`src/rtl/switches_buttons_if.sv`:
```
// Device/command bus seen by the switch/button input peripheral.
// The CPU side drives device/command; the peripheral returns registered read data.
interface switches_buttons_if;
    logic [4:0]  device;
    logic [5:0]  command;
    logic [31:0] data_out;
    logic        rd_valid;

    modport master (output device, output command, input data_out, input rd_valid);
    modport slave  (input device, input command, output data_out, output rd_valid);
endinterface

```
`src/rtl/switches_buttons.sv`:
```
// Memory-mapped input peripheral: synchronizes switches, debounces buttons,
// latches sticky press events and returns them on bus read commands.
module switches_buttons #(
    parameter logic [4:0] DEV_ID          = 5'b00001,
    parameter int         DEBOUNCE_CYCLES = 250000,
    parameter int         CNT_W           = 18
) (
    input  logic                clk,
    input  logic                reset,
    switches_buttons_if.slave   bus,
    input  logic [7:0]          switches,
    input  logic [4:0]          buttons
);

    localparam logic [5:0] CMD_RD_SW   = 6'b000010;
    localparam logic [5:0] CMD_RD_BTN  = 6'b000011;
    localparam logic [5:0] CMD_RD_EVT  = 6'b000100;
    localparam logic [5:0] CMD_RD_STAT = 6'b000101;
    localparam logic [CNT_W-1:0] CNT_LAST = CNT_W'(DEBOUNCE_CYCLES - 1);

    logic [7:0]  sw_meta_q, sw_sync_q;
    logic [4:0]  btn_meta_q, btn_sync_q;
    logic [4:0]  btn_db;
    logic [4:0]  db_rise;
    logic [4:0]  evt_q, evt_d;
    logic        evt_clr;
    logic [31:0] data_out_q, data_out_d;
    logic        rd_valid_q, rd_valid_d;

    always_ff @(posedge clk or negedge reset) begin
        if (!reset) begin
            sw_meta_q  <= '0;
            sw_sync_q  <= '0;
            btn_meta_q <= '0;
            btn_sync_q <= '0;
        end else begin
            sw_meta_q  <= switches;
            sw_sync_q  <= sw_meta_q;
            btn_meta_q <= buttons;
            btn_sync_q <= btn_meta_q;
        end
    end

    // Each button owns a counter that runs only while its synchronized level disagrees
    // with the accepted level; any agreement restarts the count.
    for (genvar gi = 0; gi < 5; gi++) begin : g_debounce
        logic [CNT_W-1:0] cnt_q, cnt_d;
        logic             db_q, db_d;

        always_comb begin
            cnt_d = cnt_q;
            db_d  = db_q;
            if (btn_sync_q[gi] == db_q) begin
                cnt_d = '0;
            end else if (cnt_q == CNT_LAST) begin
                db_d  = btn_sync_q[gi];
                cnt_d = '0;
            end else begin
                cnt_d = cnt_q + 1'b1;
            end
        end

        always_ff @(posedge clk or negedge reset) begin
            if (!reset) begin
                cnt_q <= '0;
                db_q  <= 1'b0;
            end else begin
                cnt_q <= cnt_d;
                db_q  <= db_d;
            end
        end

        assign btn_db[gi]  = db_q;
        assign db_rise[gi] = db_d & ~db_q;
    end

    always_comb begin
        data_out_d = data_out_q;
        rd_valid_d = 1'b0;
        evt_clr    = 1'b0;
        if (bus.device == DEV_ID) begin
            case (bus.command)
                CMD_RD_SW: begin
                    data_out_d = {24'd0, sw_sync_q};
                    rd_valid_d = 1'b1;
                end
                CMD_RD_BTN: begin
                    data_out_d = {27'd0, btn_db};
                    rd_valid_d = 1'b1;
                end
                CMD_RD_EVT: begin
                    data_out_d = {27'd0, evt_q};
                    rd_valid_d = 1'b1;
                    evt_clr    = 1'b1;
                end
                CMD_RD_STAT: begin
                    data_out_d = {16'd0, 3'd0, btn_db, sw_sync_q};
                    rd_valid_d = 1'b1;
                end
                default: ;
            endcase
        end
    end

    // A press landing on the clearing edge survives: set takes priority over clear.
    assign evt_d = db_rise | (evt_q & ~{5{evt_clr}});

    always_ff @(posedge clk or negedge reset) begin
        if (!reset) begin
            evt_q      <= '0;
            data_out_q <= '0;
            rd_valid_q <= 1'b0;
        end else begin
            evt_q      <= evt_d;
            data_out_q <= data_out_d;
            rd_valid_q <= rd_valid_d;
        end
    end

    assign bus.data_out = data_out_q;
    assign bus.rd_valid = rd_valid_q;

endmodule

```
`src/flat_wrapper.sv`:
```
// flat-port wrapper written by rule: the top's interface ports become plain ports
module switches_buttons_flat 
#(
    parameter logic [4:0] DEV_ID          = 5'b00001,
    parameter int         DEBOUNCE_CYCLES = 250000,
    parameter int         CNT_W           = 18
)
  (clk, reset, switches, buttons, bus_device, bus_command, bus_data_out, bus_rd_valid);
  switches_buttons_if bus_i ();
  input  logic clk;
  input  logic reset;
  input  logic [7:0] switches;
  input  logic [4:0] buttons;
  input wire logic [$bits(bus_i.device)-1:0] bus_device;
  input wire logic [$bits(bus_i.command)-1:0] bus_command;
  output wire logic [$bits(bus_i.data_out)-1:0] bus_data_out;
  output wire logic [$bits(bus_i.rd_valid)-1:0] bus_rd_valid;
  assign bus_i.device = bus_device;
  assign bus_i.command = bus_command;
  assign bus_data_out = bus_i.data_out;
  assign bus_rd_valid = bus_i.rd_valid;
  switches_buttons #(.DEV_ID(DEV_ID), .DEBOUNCE_CYCLES(DEBOUNCE_CYCLES), .CNT_W(CNT_W)) u_core (.clk(clk), .reset(reset), .bus(bus_i), .switches(switches), .buttons(buttons));
endmodule
```
`config.mk`:
```
export PLATFORM = sky130hd
export DESIGN_NAME = switches_buttons_flat
export DESIGN_NICKNAME = d
export VERILOG_FILES = /design/src/rtl/switches_buttons_if.sv /design/src/rtl/switches_buttons.sv /design/src/flat_wrapper.sv
export SDC_FILE = /design/constraint.sdc
export NUM_CORES = 1
export LEC_CHECK = 0
export ABC_AREA = 1
export CAP_MARGIN = 20
export CORE_MARGIN = 5
export CORE_UTILIZATION = 35
export CTS_BUF_LIST = sky130_fd_sc_hd__clkbuf_8
export DETAILED_ROUTE_END_ITERATION = 10
export PLACE_DENSITY_LB_ADDON = 0.12
export SLEW_MARGIN = 25
export SYNTH_ARGS = -nofsm -noshare
export SYNTH_HDL_FRONTEND = slang
export SYNTH_SLANG_ARGS = --single-unit
```
`constraint.sdc`:
```
create_clock -name clk -period 4.22 [get_ports clk]
set_input_delay 0.422 -clock clk [delete_from_list [all_inputs] [get_ports clk]]
set_output_delay 0.422 -clock clk [all_outputs]
set_load 0.02 [all_outputs]
```
Yosys cells after proc, flatten, opt, wreduce, memory -nomap -nowiden
Index checks and enable logic that the tools add are counted.

Add/subtract/negate cells: 5. Eq/ne operators: 15. Multiplexer cells: 25. Bitwise gates (word level): 13. Reduce and logical (&&, ||, !) cells: 3.

Operator list (number): $mux W18 (10); $pmux W32 S4 (1); $add A18 B1 Y18 const B (5); $eq A18 B18 Y1 const B (5); $mux W1 (14); $eq A6 B2 Y1 const B (2); $eq A6 B3 Y1 const B (2); $and A1 B1 Y1 (5); $and A5 B5 Y5 (1); $eq A1 B1 Y1 (5); $eq A5 B1 Y1 const B (1); $not A1 Y1 (5); $not A5 Y5 (1); $or A5 B5 Y5 (1); $reduce_bool A4 Y1 (1); $reduce_or A4 Y1 (1); $reduce_and A2 Y1 (1).

Register bits: 159. Bits of input ports: 26. Output and inout bits: 33. Word-level logic and storage cells: 78.

Depth between registers and ports, before layout
Depth in word-level cells: 6. Mapped depth: 10. Mapped depth without buffers: 10.

Worst setup path after synthesis
No wires, ideal clock.

Kind: reg2reg. From: reg u_core.g_debounce[2].cnt_q[0]. To: reg u_core.g_debounce[2].cnt_q[0]. Library setup time: 0.122 ns. Arrival time: 1.302 ns. Data required time: 4.098 ns. Slack: 2.796 ns. Stages on the path, launching flop included: 9. Buffers on the path: 0. Clock period less this slack: 1.424 ns. Path through: dfrtp_1 ha_1 nand2_1 nor2_1 nand3_1 nor2_1 nor2_2 inv_1 nor2_1.

Longest elaborated chain between the ends: 3. Elaborated cells on any way between the ends: 4. Classes of those cells: 1 x add/sub; 1 x eq/ne; 2 x mux.

Ends and longest elaborated chain: start: declaration (RTL line switches_buttons.sv:47) `logic [CNT_W-1:0] cnt_q, cnt_d;`; start signal: assignment (RTL line switches_buttons.sv:68) `cnt_q <= cnt_d;`; $add A18 B1 Y18 or $eq A18 B18 Y1 (tied branches) (RTL line switches_buttons.sv:59, switches_buttons.sv:55); $mux W18 (*) (RTL line switches_buttons.sv:55) `end else if (cnt_q == CNT_LAST) begin`; $mux W18 (*) (RTL line switches_buttons.sv:53) `if (btn_sync_q[gi] == db_q) begin`; named net u_core.g_debounce[2].cnt_d[0] (RTL line switches_buttons.sv:47).

Mark *: on every way through the listed nets, which the timed path passes. The rest lies on a longest branch. A chain may end at the register's enable or synchronous reset.

Worst setup path after layout
From: reg u_core.data_out_q[7], in the netlist u_core.bus.data_out[7]. To: out bus_data_out[7].

RTL lines: start: declaration (RTL line switches_buttons.sv:27) `logic [31:0] data_out_q, data_out_d;`; start signal: assignment (RTL line switches_buttons.sv:115) `data_out_q <= data_out_d;`; end: declaration (RTL line flat_wrapper.sv:16) `output wire logic [$bits(bus_i.data_out)-1:0] bus_data_out;`.

No word-level cell between the ends.

==> summary.txt <==
Run status
  – Status: finished, final reports clean

Logic synthesis
  – Yosys warnings: 0
  – Synth area leader: dfrtp_1
  – Avg Synthesized Cell Area: 7.70 um^2
  – Cell variety after synth: 38
  – Mapped cell area: 7090 um^2
  – Ranking of synthesized cells by area: dfrtp_1 (49%), nand2_1 (13%), nor2_1 (11%)
  – Mapped Cells: 921
  – Share of the synthesized area in the top cell type: 49.4%
  – Yosys reg bits: 140
  – Register area share after synthesis: 49.4%

Clock tree
  – Post-CTS sizing: 0
  – CTS tree: yes
  – Clock Latency Late Sink: 430 ps
  – Setup bufs post-CTS: 0
  – Clock root buffer: clkbuf_8
  – H-tree depth reported by CTS: 4
  – Hold_buf cts: 0
  – CTS buffer count: 17
  – CTS clk-pin slew, worst paths: 80 ps
  – CTS sink cnt: 140
  – Clock tree buffer depth: 2

Finish
  – Layout cells sized above 1: 6.06%
  – P&R area growth vs syn: 15.8%
  – FF+latch area: 3500 um^2
  – Fill cell count: 2041
  – Multi-input logic area: 3110 um^2
  – Final net count: 1008
  – Fin util: 40.8%
  – # diodes: 0
  – Most used cells in the layout excluding fill and tap cells: nand2_1 (248), nor2_1 (212), dfrtp_1 (140)
  – Fin cells: 1260
  – Commonest non-fill, non-tap cell in the layout: nand2_1

Critical path
  – Crit path DAT: 1450 ps
  – Worst Path Required: 3800 ps
  – Crit Path Class: flop to output pin
  – R2r startpoint: u_core.g_debounce[4].cnt_q[0]
  – CP Capture Type: output pin
  – Critical Path Fanout Max: 2
  – CP max stage delay: 630 ps
  – Crit path max-delay family: buffers and inverters
  – Origin of the worst setup path: u_core.bus.data_out[7]
  – CP Cell Sequence: clkdlybuf4s50_1
  – Worst path slowest cell: clkdlybuf4s50_1
  – Startpoint Class: flop
  – WP buf/inv: 1

Timing
  – Max_slew headroom: 49.0%
  – Hold slack: 30.0 ps
  – Slew at the pin closest to its max-slew limit: 760 ps
  – # setup viols final: 0
  – Final setup TNS: 0 ps
  – Post-route minimum period: 1870 ps
  – Max Fclk: 0.535 GHz
  – Tcrit/Tclk final: 44.3%
  – Clk_skew: 10.3 ps
  – Max Slew Vio Count: 0
  – RSZ-0062 raised after global routing: false
  – Final Hold Vio Count: 0

Place
  – Post-DP HPWL: 11.6 mm
  – Placed insts: 1228
  – Gpl congestion: 0.811
  – PortBufs: 39

Floorplan
  – Core area: 20100 um^2
  – Die W: 152 um
  – Die Ht: 152 um
  – Num ports: 59
  – Std cell rows: 52
  – Initial Utilization: 35.3%
  – Die Area: 23200 um^2

Detailed routing
  – DR WL/cell: 12.5 um
  – Vias: 5582
  – Post-DR vias/cell: 4.43
  – DRT antenna net count: 0
  – Drt drc: 0
  – DRT iter0 DRCs: 240
  – Total Wirelength: 15.7 mm
  – DRT Pass-1 Iters: 5

Global routing
  – GRT overflow: 0
  – Vias in the first global route: 5514
  – Tot GR Track Use: 14.2%
  – Global-route wire length before repair: 27.1 mm
  – Largest net degree at the start of global routing: 82
  – Antenna violations before repair: 0

Power and ir drop
  – Total power: 2.82 mW
  – Pwr/cell area: 344 nW/um^2
  – Leak pwr: 3.72 nW
  – Maximum VDD drop: 0.214 mV

Run
  – Max cap viols: 0

Min path
  – Min-delay worst type: input port to asynchronous set/reset pin
==> flip-flops by register name, summed over array words and instances (netlist names) <==
name and flops:
u_core.sw_sync_q 8, u_core.g_debounce.cnt_q 90, u_core.btn_sync_q 5, u_core.btn_meta_q 5, u_core.g_debounce.db_q 5, u_core.sw_meta_q 8, u_core.bus.rd_valid 1, u_core.bus.data_out 13
u_core.evt_q 5
==> metrics by stage <==
step                      area, um^2  setup slack, ps
after floorplan                 7160             2800
after detailed placement        7730             1920
after global routing            8210             2230
after CTS                       8210             2280
final                           8210             2350
after global placement          7730             1930
==> path summary, 6_finish.rpt <==
check	depth (start not counted)	end	slack [ps]
setup / recovery	1	bus_data_out[7]	2350
hold / removal	1	u_core.g_debounce[0].cnt_q[14]	30
setup reg to reg	8	u_core.g_debounce[4].cnt_q[9]	2480
hold reg to reg	0	u_core.btn_sync_q[0]	340
max in group asynchronous	2	u_core.evt_q[3]	3260
min in group clk	0	u_core.btn_sync_q[0]	340
==> Yosys cell counts, drive strengths merged <==
cell / instances
nor2: 219
and2: 4
nand3b: 4
o31ai: 1
nor3: 12
a211oi: 4
xnor2: 6
inv: 98
o21ai: 14
a21boi: 3
nand4: 16
xor2: 26
a21oi: 12
o21bai: 5
dfrtp: 140
nand2: 250
nand3: 65
or2: 6
ha: 5
buf: 22
nor3b: 7
conb: 1
a31oi: 1
==> cells by family after synthesis <==
| group | Yosys count | share of synthesized area (%) |
|---|---|---|
| and+or+nand+nor | 583 | 34.5 |
| DFF | 140 | 49.4 |
| buffers and inverters | 120 | 7.62 |
| AOI/OAI and AO/OA | 40 | 3.62 |
| xor gates and xnor gates | 32 | 3.95 |
| adders and majority gates | 5 | 0.882 |
| other | 1 | 0.0529 |
==> layer usage <==
layer	wire length, um	part of all wire, %	global-route usage [%]
met1	7940	50	19.9
met2	7090	45	22.3
met4	139	0.88	3.38
met3	555	3.5	3.61
met5	0	0	0
==> final cells by class <==
cell class	count	area share, %
well taps	270	4.12
clock inverters	11	2.29
flip-flops and latches	140	42.7
multi-input cells	679	37.9
inverters	98	4.51
repair buffers	41	4.95
clock buffers	21	3.52
==> power breakdown <==
part           total [mW]  leakage, nW  internal (mW)  switching, mW
Combinational       0.148         1.63         0.0496         0.0985
Clock                1.28        0.234          0.764          0.520
Sequential           1.39         1.86           1.37         0.0178
Total                2.82         3.72           2.18          0.636
(Power assumes the default switching activity.)
